File: src/rtl/go_routines.sv
// go_routines: two memory-reducing workers f (s0 -> a) and g (s1 -> b) plus launcher h.
// Ports: clk/reset (sync, active-high); a_*/b_* host register access; s0_*/s1_* host
// memory ports (registered dout, 1-cycle latency); *_req start requests; *_busy status.
// Build option: GOROUTINES_PIPELINED_READ_EN issues one read per cycle in the workers.

module go_routines_worker #(
    parameter int WIDTH = 32,
    parameter int DEPTH = 16
) (
    input  logic             clk,
    input  logic             reset,
    input  logic             start,
    input  logic [31:0]      addr,
    input  logic             we,
    input  logic             oe,
    input  logic [WIDTH-1:0] din,
    output logic [WIDTH-1:0] dout,
    output logic             busy,
    output logic             done,
    output logic [WIDTH-1:0] res
);
    localparam int AW = $clog2(DEPTH);
    localparam logic [2:0] IDLE = 3'd0, INIT = 3'd1, READ = 3'd2, ACC = 3'd3, DONE = 3'd4;
    logic [WIDTH-1:0] mem [DEPTH];
    logic [2:0]       state_q, state_d;
    logic [AW-1:0]    i_q, i_d;
    logic [WIDTH-1:0] acc_q, acc_d, rd_q, rd_d, dout_q, dout_d;
    logic             in_rng, host_we, last;
    always_comb begin
        in_rng  = addr < 32'(DEPTH);
        host_we = we && in_rng && !busy;
        dout_d  = (oe && !busy) ? (in_rng ? mem[addr[AW-1:0]] : '0) : dout_q;
        rd_d    = mem[i_q];
        last    = i_q == AW'(DEPTH - 1);
        state_d = state_q;
        i_d     = i_q;
        acc_d   = acc_q;
        case (state_q)
            IDLE: state_d = start ? INIT : IDLE;
            INIT: begin
                acc_d   = '0;
                i_d     = '0;
                state_d = READ;
            end
`ifdef GOROUTINES_PIPELINED_READ_EN
            // rd_q holds the word addressed last cycle; nothing is in flight at i==0
            READ: begin
                acc_d   = acc_q + ((i_q != '0) ? rd_q : '0);
                i_d     = last ? i_q : i_q + AW'(1);
                state_d = last ? ACC : READ;
            end
            ACC: begin
                acc_d   = acc_q + rd_q;
                state_d = DONE;
            end
`else
            READ: state_d = ACC;
            ACC: begin
                acc_d   = acc_q + rd_q;
                i_d     = last ? i_q : i_q + AW'(1);
                state_d = last ? DONE : READ;
            end
`endif
            DONE:    state_d = IDLE;
            default: state_d = IDLE;
        endcase
    end
    always_ff @(posedge clk) begin
        if (host_we) mem[addr[AW-1:0]] <= din;
        rd_q <= rd_d;
        if (reset) begin
            state_q <= IDLE;
            i_q     <= '0;
            acc_q   <= '0;
            dout_q  <= '0;
        end else begin
            state_q <= state_d;
            i_q     <= i_d;
            acc_q   <= acc_d;
            dout_q  <= dout_d;
        end
    end
    assign busy = state_q != IDLE;
    assign done = state_q == DONE;
    assign res  = acc_q;
    assign dout = dout_q;
endmodule

module go_routines #(
    parameter int WIDTH = 32,
    parameter int DEPTH = 16
) (
    input  logic             clk,
    input  logic             reset,
    input  logic [WIDTH-1:0] a_in,
    input  logic             a_we,
    output logic [WIDTH-1:0] a_out,
    input  logic [WIDTH-1:0] b_in,
    input  logic             b_we,
    output logic [WIDTH-1:0] b_out,
    input  logic [31:0]      s0_address,
    input  logic             s0_we,
    input  logic             s0_oe,
    input  logic [WIDTH-1:0] s0_din,
    output logic [WIDTH-1:0] s0_dout,
    output logic [31:0]      s0_length,
    input  logic [31:0]      s1_address,
    input  logic             s1_we,
    input  logic             s1_oe,
    input  logic [WIDTH-1:0] s1_din,
    output logic [WIDTH-1:0] s1_dout,
    output logic [31:0]      s1_length,
    input  logic             f_req,
    input  logic             g_req,
    input  logic             h_req,
    output logic             f_busy,
    output logic             g_busy,
    output logic             h_busy
);
    localparam logic [1:0] H_IDLE = 2'd0, H_START = 2'd1, H_WAIT = 2'd2;
    logic [1:0]       h_state_q, h_state_d;
    logic [WIDTH-1:0] a_q, a_d, b_q, b_d, f_res, g_res;
    logic             f_done, g_done, h_go;
    go_routines_worker #(.WIDTH(WIDTH), .DEPTH(DEPTH)) u_f (
        .clk(clk), .reset(reset), .start(f_req || h_go),
        .addr(s0_address), .we(s0_we), .oe(s0_oe), .din(s0_din), .dout(s0_dout),
        .busy(f_busy), .done(f_done), .res(f_res)
    );
    go_routines_worker #(.WIDTH(WIDTH), .DEPTH(DEPTH)) u_g (
        .clk(clk), .reset(reset), .start(g_req || h_go),
        .addr(s1_address), .we(s1_we), .oe(s1_oe), .din(s1_din), .dout(s1_dout),
        .busy(g_busy), .done(g_done), .res(g_res)
    );
    always_comb begin
        h_go      = h_state_q == H_START;
        h_state_d = (h_state_q == H_IDLE)  ? (h_req ? H_START : H_IDLE) :
                    (h_state_q == H_START) ? H_WAIT :
                    (f_busy || g_busy)     ? H_WAIT : H_IDLE;
        // a routine's result write takes priority over a same-cycle host write
        a_d = f_done ? f_res : a_we ? a_in : a_q;
        b_d = g_done ? g_res : b_we ? b_in : b_q;
    end
    always_ff @(posedge clk) begin
        if (reset) begin
            h_state_q <= H_IDLE;
            a_q       <= '0;
            b_q       <= '0;
        end else begin
            h_state_q <= h_state_d;
            a_q       <= a_d;
            b_q       <= b_d;
        end
    end
    assign h_busy    = h_state_q != H_IDLE;
    assign a_out     = a_q;
    assign b_out     = b_q;
    assign s0_length = 32'(DEPTH);
    assign s1_length = 32'(DEPTH);
endmodule

File: config.mk
export PLATFORM = sky130hd
export DESIGN_NAME = go_routines
export DESIGN_NICKNAME = d
export VERILOG_FILES = /design/src/rtl/go_routines.sv
export SDC_FILE = /design/constraint.sdc
export NUM_CORES = 2
export LEC_CHECK = 0
export ABC_AREA = 1
export CAP_MARGIN = 10
export CORE_MARGIN = 2
export CORE_UTILIZATION = 43
export DETAILED_ROUTE_END_ITERATION = 6
export GPL_TIMING_DRIVEN = 0
export PLACE_DENSITY_LB_ADDON = 0.1
export SYNTH_ARGS = -nofsm -noshare
export SYNTH_HDL_FRONTEND = slang
export SYNTH_SLANG_ARGS = --single-unit
File: constraint.sdc
create_clock -name clk -period 4.2 [get_ports clk]
set_input_delay 0.84 -clock clk [delete_from_list [all_inputs] [get_ports clk]]
set_output_delay 0.84 -clock clk [all_outputs]
set_load 0.02 [all_outputs]
==> flow_metrics.tcl <==
set metrics [dict create \
    port_buffers 330 \
    vias_per_cell 6.47 \
    p_leak_nw 25.8 \
    arrival_ps 4770 \
    fin_util_pct 51.8 \
    clockBufferDepth 3 \
    max_freq_ghz 0.233 \
    slowest_delay_ps 1150 \
    seq_area_mm2 0.0362 \
    r2r_end "u_f.dout[6]" \
    ys_seq_area_share_pct 60.3 \
    max_slew_margin_pct -1.04 \
    clk_pin_slew_worst_paths_ps 60 \
    clockRootBuffer "clkbuf_16" \
    crit_type "input pin to flip-flop" \
    end_kind "flip-flop" \
    grt_pass1_wl_mm 377 \
    power_mw 30.8 \
    synth_cell_types 40 \
    timing.final.ws_setup_ps -86.5 \
    cp.required_ps 4680 \
    hold_path.class "flip-flop to flip-flop" \
    dr.pass1.iters 7 \
    synth_area_leaders "edfxtp_1 51%, dfxtp_1 9.1%, nand2_1 6.4%" \
    routed_wl_mm 275 \
    slew_viol_final 11 \
    multi_input_area_mm2 0.0209 \
    finClkSkew_ps 43.4 \
    grt_use_total_pct 37.5 \
    dpl_cell_area_mm2 0.0671 \
    p_seq_share_pct 45.7 \
    rows 137 \
    gp_congestion 0.957 \
    min_to "u_g.dout[16]" \
    path_max_fanout 19 \
    ff2ff_setup_slack_ps 500 \
    crit_buf_inv 4 \
    final_area_mm2 0.0720 \
    grt_pass1_vias 51800 \
    min_from "u_g.dout[16]" \
    drc 0 \
    min_path_cells 2 \
    ys_warn_count 0 \
    synth_seq_cells 1296 \
    pwr-share-clk_pct 42.5 \
    ant_nets 0 \
    syn_avg_cell_area_um2 9.84 \
    r2r-start "u_f.state_q[1]" \
    power.density_mw_per_mm2 428 \
    drv_cap 1 \
    grt-ovfl-total 0 \
    clk_latency_ps 810 \
    start_kind "input pin" \
    nets 6951 \
    fin_crit_sh_pct 102 \
    internal_power_mw 22.5 \
    synth-edff-count 1024 \
    layout-drive-gt1-share_pct 8.25 \
    finalSetupViolCount 32 \
    fillerInstances 12500 \
    die_h_um 377 \
    syn-cell-area_mm2 0.0600 \
    routedWlPerCell_um 31.7 \
    h-tree-depth 4 \
    status "finished with violations" \
    combPwrFrac_pct 11.8 \
    die_x_um 377 \
    fin_hold_ws_ps 462 \
    core_area_mm2 0.139 \
    synth_top_area_share_pct 51.3 \
    crit_path_top_delay_cell "clkbuf_1" \
    post_cts_buffers 0 \
    cts_hold_buf 0 \
    syn_inst 6094 \
    grt_max_degree 21 \
    dr.first_iter.drc_count 10300 \
    tightest_slew_ps 1520 \
    swShare_pct 26.9 \
    reg2reg_depth 6 \
    cts_sinks 1296 \
    route.vias.total 56200 \
    rsz0062_at_grt "no" \
    period_minus_slack_ps 4290 \
    crit_family "buffers and inverters" \
    tritoncts "built" \
    violations "max-capacitance violations, max-slew violations, negative setup slack" \
    start_util_pct 43.1 \
    area_growth_pct 20.0 \
    cp_cell_sequence "clkdlybuf4s50_1 -> inv_1 -> nor2_1 -> clkbuf_1 -> nand2_1 -> nor2_4 -> buf_12" \
    ys.flop_type "edfxtp_1" \
    dieArea_mm2 0.142 \
    cts_made_buffers 144 \
    pin_count 398 \
    place_ws_ps -672 \
    vdd_drop_max_mv 0.358 \
    dpl.hpwl_mm 186 \
    synth_top_cell_by_area "edfxtp_1" \
    ys_async_sr_fraction_pct 0 \
    cts_resized 0 \
    power.switching_mw 8.28 \
    hold_violations 0 \
    antenna_found_initial 23 \
]
power groups by stage:
stage | clock, mW | combinational (mW) | sequential (mW)
after global placement | 0 | 3.38 | 14.4
after floorplan | 0 | 1.72 | 14.3
final | 13.1 | 3.65 | 14.1
after detailed placement | 0 | 3.43 | 14.4
after global routing | 13.6 | 3.76 | 14.1
after CTS | 13.1 | 3.44 | 14.1
layout make-up:
type / count / area share (%)
timing repair buffer: 380 / 6.04
antenna: 10 / 0.0348
buffer: 482 / 3.25
tap: 1876 / 3.26
multi-input combinational: 4100 / 29.0
inverter: 278 / 1.45
clock inverter: 74 / 1.06
sequential: 1296 / 50.3
clock buffer: 192 / 5.64
cell usage in the layout (no fill, tap or decap), types with 93 or more instances in the layout:
master           instances
buf_4                   93
dfxtp_1                272
clkbuf_16              152
o21ai_1                176
a21oi_1                173
o22ai_1                497
nand3_1                239
nor2_1                 794
buf_2                  127
edfxtp_1              1024
clkdlybuf4s50_1        330
clkbuf_1               268
o221ai_1               202
nand2_1               1018
inv_1                  268
o21ai_0                602
state kept, by name, indices dropped and copies added, names as in the netlist:
register / cells
a_out: 32
b_out: 32
h_state_q: 2
u_f.dout: 32
u_f.i_q: 4
u_f.mem: 512
u_f.rd_q: 32
u_f.res: 32
u_f.state_q: 3
u_g.dout: 32
u_g.i_q: 4
u_g.mem: 512
u_g.rd_q: 32
u_g.res: 32
u_g.state_q: 3
metal layers:
layer  up-vias  share of wire [%]  wire (um)  track usage (%)
met5         -              0.064        176                0
met4        24                5.2      14400             17.9
met3       954                 17      45800             13.9
met2      5081                 40     111000             52.5
met1     26900                 38     104000             50.9
li1      23300                  -          -                -
stage by stage:
step | setup TNS, ps | cells
floorplan | 0 | 6156
global placement | -2850950 | 8362
detailed placement | -247220 | 8408
CTS | 0 | 8674
global route | 0 | 8681
finish | -1920 | 8688
cell families after synthesis:
logic type,count (synthesis),synth area share [%]
simple gates,2151,14.3
xor+xnor,5,0.0730
fa+ha+maj,66,1.40
buf+inv,760,5.64
compound gates,1814,18.3
other cells,2,0.0125
flops,1296,60.3
worst max-delay path by stage:
stage | cells after the start | endpoint | start
floorplan | 7 | u_f.mem[0][0] | s0_address[26]
global placement | 6 | u_f.mem[11][13] | s0_address[3]
detailed placement | 7 | u_f.mem[5][12] | s0_address[2]
CTS | 7 | u_f.mem[5][20] | s0_address[2]
global route | 7 | u_f.mem[5][20] | s0_address[2]
finish | 7 | u_f.mem[10][21] | s0_address[3]
cell usage after synthesis (3+ instances only):
| master | count |
|---|---|
| nand4_1 | 8 |
| nor2_2 | 9 |
| o211ai_1 | 55 |
| ha_1 | 64 |
| o221ai_1 | 202 |
| or2_2 | 15 |
| a211oi_1 | 3 |
| nand2_1 | 1018 |
| dfxtp_1 | 272 |
| inv_2 | 10 |
| a311oi_1 | 64 |
| xor2_1 | 5 |
| o21ai_0 | 602 |
| buf_6 | 3 |
| nand3_1 | 239 |
| o22ai_1 | 497 |
| nand3b_1 | 8 |
| nor3_1 | 9 |
| buf_2 | 127 |
| o21bai_1 | 8 |
| nor2_1 | 826 |
| nor4_1 | 14 |
| clkbuf_1 | 240 |
| a22oi_1 | 16 |
| a21oi_1 | 173 |
| buf_4 | 93 |
| a21boi_0 | 9 |
| a21o_1 | 5 |
| buf_1 | 19 |
| edfxtp_1 | 1024 |
| inv_1 | 268 |
| o21ai_1 | 176 |
worst reg2reg max path, cell delays in order (launching register included):
cell	delay [ps]
dfxtp_1	360
nor3_2	530
nand2_1	880
nor2_2	1180
buf_2	420
nand2_1	110
a21oi_1	140
(Power assumes the default switching activity.)
